**src/rtl/hazard_ctrl.sv**
```systemverilog
// Pipeline hazard controller: load-use interlock, branch/jump redirect flushing,
// and data-memory wait stalls with a timeout that sets a sticky error.
//   state    | meaning
//   RUN      | normal issue; evaluates mem wait > redirect > load-use
//   MEM_WAIT | front end and mem stalled until ack or timeout
//   REDIRECT | one cycle squashing the wrong-path fetch
module hazard_ctrl #(
    parameter int AWIDTH      = 32,
    parameter int MEM_TIMEOUT = 16
) (
    input  logic              clk,
    input  logic              rst,
    input  logic [6:0]        id_opcode_i,
    input  logic [4:0]        id_rs1_i,
    input  logic [4:0]        id_rs2_i,
    input  logic [4:0]        ex_rd_i,
    input  logic              ex_is_load_i,
    input  logic              ex_redirect_i,
    input  logic [AWIDTH-1:0] ex_target_i,
    input  logic              dmem_req_i,
    input  logic              dmem_ack_i,
    output logic              if_stall_o,
    output logic              id_stall_o,
    output logic              ex_flush_o,
    output logic              id_flush_o,
    output logic              mem_stall_o,
    output logic              pc_sel_o,
    output logic [AWIDTH-1:0] pc_target_o,
    output logic [1:0]        state_o,
    output logic              err_o,
    output logic [15:0]       stall_cnt_o,
    output logic [15:0]       flush_cnt_o
);

    localparam int CW = $clog2(MEM_TIMEOUT + 1) + 1;

    localparam logic [6:0] OPC_LUI    = 7'b0110111;
    localparam logic [6:0] OPC_AUIPC  = 7'b0010111;
    localparam logic [6:0] OPC_JAL    = 7'b1101111;
    localparam logic [6:0] OPC_BRANCH = 7'b1100011;
    localparam logic [6:0] OPC_STORE  = 7'b0100011;
    localparam logic [6:0] OPC_OP     = 7'b0110011;

    typedef enum logic [1:0] {
        RUN      = 2'd0,
        MEM_WAIT = 2'd1,
        REDIRECT = 2'd2
    } state_t;

    state_t          state_q, state_d;
    logic [CW-1:0]   wait_cnt_q, wait_cnt_d;
    logic            err_q, err_d;
    logic [15:0]     stall_cnt_q, stall_cnt_d;
    logic [15:0]     flush_cnt_q, flush_cnt_d;

    logic            rs1_used, rs2_used, load_use, mem_wait;
    logic            if_stall, id_stall, ex_flush, id_flush, mem_stall, pc_sel;

    always_comb begin
        rs1_used = !(id_opcode_i == OPC_LUI || id_opcode_i == OPC_AUIPC ||
                     id_opcode_i == OPC_JAL);
        rs2_used = (id_opcode_i == OPC_BRANCH || id_opcode_i == OPC_STORE ||
                    id_opcode_i == OPC_OP);
        load_use = ex_is_load_i && (ex_rd_i != 5'd0) &&
                   ((rs1_used && ex_rd_i == id_rs1_i) ||
                    (rs2_used && ex_rd_i == id_rs2_i));
        mem_wait = dmem_req_i && !dmem_ack_i;
    end

    always_comb begin
        state_d    = state_q;
        wait_cnt_d = wait_cnt_q;
        err_d      = err_q;
        if_stall   = 1'b0;
        id_stall   = 1'b0;
        ex_flush   = 1'b0;
        id_flush   = 1'b0;
        mem_stall  = 1'b0;
        pc_sel     = 1'b0;

        unique case (state_q)
            RUN: begin
                if (mem_wait) begin
                    if_stall   = 1'b1;
                    id_stall   = 1'b1;
                    mem_stall  = 1'b1;
                    wait_cnt_d = CW'(MEM_TIMEOUT - 1);
                    state_d    = MEM_WAIT;
                end else if (ex_redirect_i) begin
                    pc_sel   = 1'b1;
                    id_flush = 1'b1;
                    ex_flush = 1'b1;
                    state_d  = REDIRECT;
                end else if (load_use) begin
                    if_stall = 1'b1;
                    id_stall = 1'b1;
                    ex_flush = 1'b1;
                end
            end
            MEM_WAIT: begin
                if (dmem_ack_i) begin
                    wait_cnt_d = '0;
                    state_d    = RUN;
                end else if (wait_cnt_q == '0) begin
                    // Give up on the access: release the pipe and flag it.
                    err_d   = 1'b1;
                    state_d = RUN;
                end else begin
                    if_stall   = 1'b1;
                    id_stall   = 1'b1;
                    mem_stall  = 1'b1;
                    wait_cnt_d = wait_cnt_q - CW'(1);
                end
            end
            REDIRECT: begin
                id_flush = 1'b1;
                state_d  = RUN;
            end
            default: state_d = RUN;
        endcase

        if (rst) begin
            if_stall  = 1'b0;
            id_stall  = 1'b0;
            ex_flush  = 1'b0;
            id_flush  = 1'b0;
            mem_stall = 1'b0;
            pc_sel    = 1'b0;
        end

        stall_cnt_d = stall_cnt_q;
        if (id_stall && stall_cnt_q != 16'hFFFF) stall_cnt_d = stall_cnt_q + 16'd1;
        flush_cnt_d = flush_cnt_q;
        if (id_flush && flush_cnt_q != 16'hFFFF) flush_cnt_d = flush_cnt_q + 16'd1;
    end

    always_ff @(posedge clk) begin
        if (rst) begin
            state_q     <= RUN;
            wait_cnt_q  <= '0;
            err_q       <= 1'b0;
            stall_cnt_q <= '0;
            flush_cnt_q <= '0;
        end else begin
            state_q     <= state_d;
            wait_cnt_q  <= wait_cnt_d;
            err_q       <= err_d;
            stall_cnt_q <= stall_cnt_d;
            flush_cnt_q <= flush_cnt_d;
        end
    end

    assign if_stall_o  = if_stall;
    assign id_stall_o  = id_stall;
    assign ex_flush_o  = ex_flush;
    assign id_flush_o  = id_flush;
    assign mem_stall_o = mem_stall;
    assign pc_sel_o    = pc_sel;
    assign pc_target_o = pc_sel ? ex_target_i : '0;
    assign state_o     = state_q;
    assign err_o       = err_q;
    assign stall_cnt_o = stall_cnt_q;
    assign flush_cnt_o = flush_cnt_q;

endmodule
```
**config.mk**
```make
export PLATFORM = sky130hd
export DESIGN_NAME = hazard_ctrl
export DESIGN_NICKNAME = d
export VERILOG_FILES = /design/src/rtl/hazard_ctrl.sv
export SDC_FILE = /design/constraint.sdc
export NUM_CORES = 1
export LEC_CHECK = 0
export ABC_AREA = 1
export CORE_MARGIN = 10
export CORE_UTILIZATION = 42
export CTS_BUF_LIST = sky130_fd_sc_hd__clkbuf_16
export DETAILED_ROUTE_END_ITERATION = 10
export MAX_ROUTING_LAYER = met4
export PLACE_DENSITY_LB_ADDON = 0.3
export SYNTH_ARGS = -nofsm -noshare
export SYNTH_HDL_FRONTEND = slang
export SYNTH_SLANG_ARGS = --single-unit
```
**constraint.sdc**
```tcl
create_clock -name clk -period 3.4 [get_ports clk]
set_clock_uncertainty 0.2 [all_clocks]
set_input_delay 1.02 -clock clk [delete_from_list [all_inputs] [get_ports clk]]
set_output_delay 1.02 -clock clk [all_outputs]
set_load 0.01 [all_outputs]
```
== Word-level counts from Yosys, hierarchy flattened ==
Cells that the tools add are included.
Storage, ports and cells
  bits in registers: 41
  bits in latches: 0
  RAM bits: 0
  bits in read-only memories: 0
  bits of input ports: 60
  logic and storage cells: 76
  memories: 0
Cells by class
  $add $sub $neg: 3
  $mul: 0
  divide/modulo/power cells: 0
  $lt $le $gt $ge: 0
  equality and inequality tests: 16
  shifts and indexed selects: 0
  multiplexer cells: 30
  bitwise operators: 1
  reductions and logical operators: 21
Operators by type and width (number)
  $add 16x1->16 const B: 2
  $mux 32: 1
  $ne 16x16->1 const B: 2
  $eq 7x6->1 const B: 3
  $mux 6: 3
  $mux 1: 17
  $eq 7x7->1 const B: 2
  $pmux 6 s2: 1
  $eq 5x5->1: 2
  $ne 3x3->1 const B: 3
  $mux 2: 4
  $eq 7x5->1 const B: 1
  $logic_and 1x1->1: 7
  $logic_not 6->1: 1
  $pmux 1 s2: 3
  $reduce_and 3->1: 2
  $sub 6x1->6 const B: 1
  $logic_or 1x1->1: 5
  $reduce_bool 5->1: 1
  $pmux 2 s2: 1
  $eq 2x1->1 const B: 1
  $eq 2x2->1 const B: 1
  $logic_not 1->1: 2
  $logic_not 2->1: 1
  other kinds (4): 4

== Longest topological paths before layout ==
Gate-level depths: netlist of the first run.
  depth after elaboration: 13
  mapped depth: 13
  depth with buffers taken out: 12

== Worst setup path before layout of the first run ==
Ideal clock, no wire load.
  path kind: input -> output
  from: input dmem_req_i
  to: output if_stall_o
  arrival: 1983 ps
  path slack: 197 ps
  cell stages on the path: 8
  cell sequence: inv_1 > nor2_1 > inv_1 > o21ai_1 > nand2_1 > nand2_2 > buf_4 > buf_4
On the way
  cells in the longest elaborated chain, start to end: 4
RTL lines
  from (decl): line 20  | input logic dmem_req_i,
  $logic_and 1x1->1: line 67  | mem_wait = dmem_req_i && !dmem_ack_i;
  $mux 1
  $pmux 1 s2
  $mux 1
  to (decl): line 22  | output logic if_stall_o,
No other way between the ends.

== Final worst setup path of the first run ==
  from: input ex_rd_i[0]
  to: output id_stall_o
On the way
  cells in the longest elaborated chain, start to end: 9
  elaborated cells on any way between the ends: 13
  classes of those cells: eq/ne (2); mux (5); reduce/logical (6)
RTL lines
  from (decl): line 16  | input logic [4:0] ex_rd_i,
  $eq 5x5->1 (on tied branches): line 65, 66
  $logic_and 1x1->1 (on tied branches): line 65, 66
  $logic_or 1x1->1: line 65  | ((rs1_used && ex_rd_i == id_rs1_i) ||
  $logic_and 1x1->1 *: line 64  | load_use = ex_is_load_i && (ex_rd_i != 5'd0) &&
  $mux 1 *: line 94  | end else if (load_use) begin
  $mux 1 *: line 89  | end else if (ex_redirect_i) begin
  $mux 1 *: line 83  | if (mem_wait) begin
  $pmux 1 s2 *: line 81  | unique case (state_q)
  $mux 1 *: line 122  | if (rst) begin
  to (decl): line 23  | output logic id_stall_o,
Mark *: on every way between the ends. The rest lies on a longest branch, timed or not.

==> key figures, run 1 <==
Outcome
  • Status: completed

Logic synthesis
  • Avg Cell Area, Syn: 6.212 µm²
  • Post-Syn Nets: 521
  • Cells after Synth: 457
  • Sequential-to-total area share from yosys stat: 0.2891
  • Yosys reg bits: 41
  • Yosys cell types: 32
  • Mapped cell area: roughly 2800 µm²
  • Ys async rst share: 0
  • Ys flop type: dfxtp_1
  • Synthesis Warnings: 0
  • Post-synth EDFFs: 0

Placement
  • IO buf count: 132
  • Post-DP HPWL: 7616 µm
  • Placed cells: 671
  • DP Area: approximately 4300 µm²
  • Placer Congestion: 0.9074

Finish
  • Multi-input logic area: 1739 µm²
  • Commonest non-fill, non-tap cells in the layout: nand2_1 (90), inv_1 (71), clkdlybuf4s50_1 (68), nor2_1 (49), dfxtp_1 (41)
  • Diode count: 0
  • Final instance area: 4582 µm²
  • Fillers: around 550
  • FF+latch area: about 820 µm²
  • Commonest non-fill, non-tap cell in the layout: nand2_1
  • Fin nets: 676
  • Share of cells above drive strength 1: 0.2124
  • Final core occ: 0.7094
  • Non-Filler Instances: slightly below 700
  • Area Overhead vs Synth: 61.39%

Min path
  • Hold Path Origin: err_o
  • HP Class: reg -> reg

Timing
  • Fin crit period: approximately 3.3 ns
  • Slew headroom: 0.7311
  • Final hold violations: 0
  • Setup TNS: 0 ns
  • Final critical-path share of the clock period: 0.9787
  • Fmax: 300.5 MHz
  • Max-slew violations: 0
  • Setup violators final: 0
  • Slew @ Worst Pin: 0.4000 ns

Die
  • Core footprint: 6459 µm²
  • Initial Utilization: 0.4396
  • Die width: 102.2 µm
  • Rows: 29
  • I/O pin cnt: 133
  • Die Height: 102.2 µm
  • Die area: 10450 µm²

Route
  • Vias/cell: 4.972
  • Pre-antenna DRT Iters: 4
  • Per-cell routed wire length: between 15 and 20 µm
  • Vias after detailed routing: 3426
  • Detailed Route Iter0 Violations: roughly 120
  • Drt drc: 0
  • Routed WL: 10400 µm
  • Routed Antenna Nets: 0

Setup path
  • Worst path arrival time: around 2.1 ns
  • Top fanout value on the critical path: 4
  • WS Path Type: in -> out
  • Critical Path Start: ex_rd_i[0]
  • Critical Path Start Type: input pin
  • Worst R2R Start: state_o[0]
  • Crit end category: output port
  • Required time of the critical path: between 2 and 2.5 ns

GRT
  • Initial antenna violation count: 0
  • GRT Util Overall: 0.1895
  • First-pass GRT wire length: 15470 µm
  • Overflow after GRT: 0
  • Vias in the first global route: ~3200
  • Largest net degree at the start of global routing: 27

Clock network
  • CTS tree: yes
  • Clk slew on worst S/H paths: ~0.060 ns
  • H-tree depth: 2
  • Post-CTS Hold Buffers: 0
  • Skew-Pair Late Insertion Delay: about 0.28 ns
  • Root Buffer: clkbuf_16
  • Total CTS buffers: 5
  • Clock sink count: 41
  • Max Buffers Root-to-Sink: 2

Power
  • Static leakage: 2.090 nW
  • Total Power: 1.348 mW
  • Peak supply drop: 0.2927 mV
  • P per Cell Area: 294.3 nW/µm²

Flow run
  • Max-Cap Viols: 0
-- path summary, 6_finish.rpt --
| kind | depth (start not counted) | to | slack [ns] |
|---|---|---|---|
| max | 11 | id_stall_o | 0.07 |
| min | 2 | err_o | 0.25 |
| max reg2reg | 18 | flush_cnt_o[6] | 0.67 |
| min reg2reg | 2 | err_o | 0.25 |
-- cells by family after synthesis --
kind of cell,share of synthesized area
AO/OA/AOI/OAI,0.1014
adder cells (fa/ha/maj),0.01763
AND/OR/NAND/NOR,0.3724
buffers and inverters,0.1362
XOR/XNOR,0.08330
flip-flops,0.2891
-- area by class of cell --
type | count | share of cell area
Inverter | 83 | 0.06909
Tap cell | 77 | 0.02103
Timing Repair Buffer | 161 | 0.3162
Clock buffer | 5 | 0.02731
Clock inverter | 2 | 0.007646
Multi-Input combinational cell | 320 | 0.3796
Sequential cell | 41 | 0.1791
-- synth_stat cells, types with 6 or more instances --
| cell | n | area (µm²) |
|---|---|---|
| nand2_1 | 93 | 349.1 |
| inv_1 | 76 | 285.3 |
| nor2_1 | 70 | 262.8 |
| dfxtp_1 | 41 | 820.8 |
| a21oi_1 | 37 | 185.2 |
| nand3_1 | 33 | 165.2 |
| xor2_1 | 18 | 157.7 |
| nor3_1 | 11 | 55.05 |
| xnor2_1 | 9 | 78.83 |
| nand4_1 | 8 | 50.05 |
| inv_2 | 7 | 26.28 |
| o21ai_1 | 7 | 35.03 |
| o21ai_0 | 6 | 30.03 |
-- critical path, cell delays in order --
cell,delay [ns]
dlygate4sd2_1,0.28
inv_2,0.08
nand2_1,0.04
nand2_1,0.05
nand2_1,0.06
nor2_1,0.10
nand2_1,0.07
nand2_2,0.08
nand3_2,0.10
nand2_4,0.11
buf_6,0.11
-- layer usage --
metal / part of all wire / global-route usage / wire, µm / vias to the layer above
met5: 0 / - / 0 / -
met4: 0.018 / 0.04447 / 191 / 0
met3: 0.059 / 0.04858 / 618 / 17
met2: 0.52 / 0.3368 / 5405 / 108
met1: 0.40 / 0.2070 / 4185 / 1567
li1: - / - / - / 1734
-- power breakdown --
part / switching, mW / total (mW) / internal, mW
clock: 0.186 / 0.527 / 0.341
combinational: 0.158 / 0.317 / 0.160
sequential: 0.0115 / 0.504 / 0.493
-- state kept, by name (all words and copies together) (netlist names) --
name,cells
err_o,1
stall_cnt_o,16
wait_cnt_q,6
state_o,2
flush_cnt_o,16
-- metrics by stage --
stage	hold slack, ns	setup slack (ns)
global placement	0.2394	-0.5888
CTS	0.2588	0.001149
global route	0.2890	-0.02655
floorplan	0.2545	0.1965
finish	0.2543	0.07228
detailed placement	0.2435	-0.6174
-- repair_timing --
item,in CTS,in global routing
gates resized for setup,191,36
hold endpoints to repair,0,0
pin swaps,20,13
gates cloned,2,2
endpoints found under the setup margin,38,37
setup buffers,8,0
(Power assumes the default switching activity.)
==> run 2: changes to the inputs <==
Settings changed: TNS_END_PERCENT set to 100.
==> results of run 2 <==
The final DEF is identical to that of run 1; final timing and power are the same.
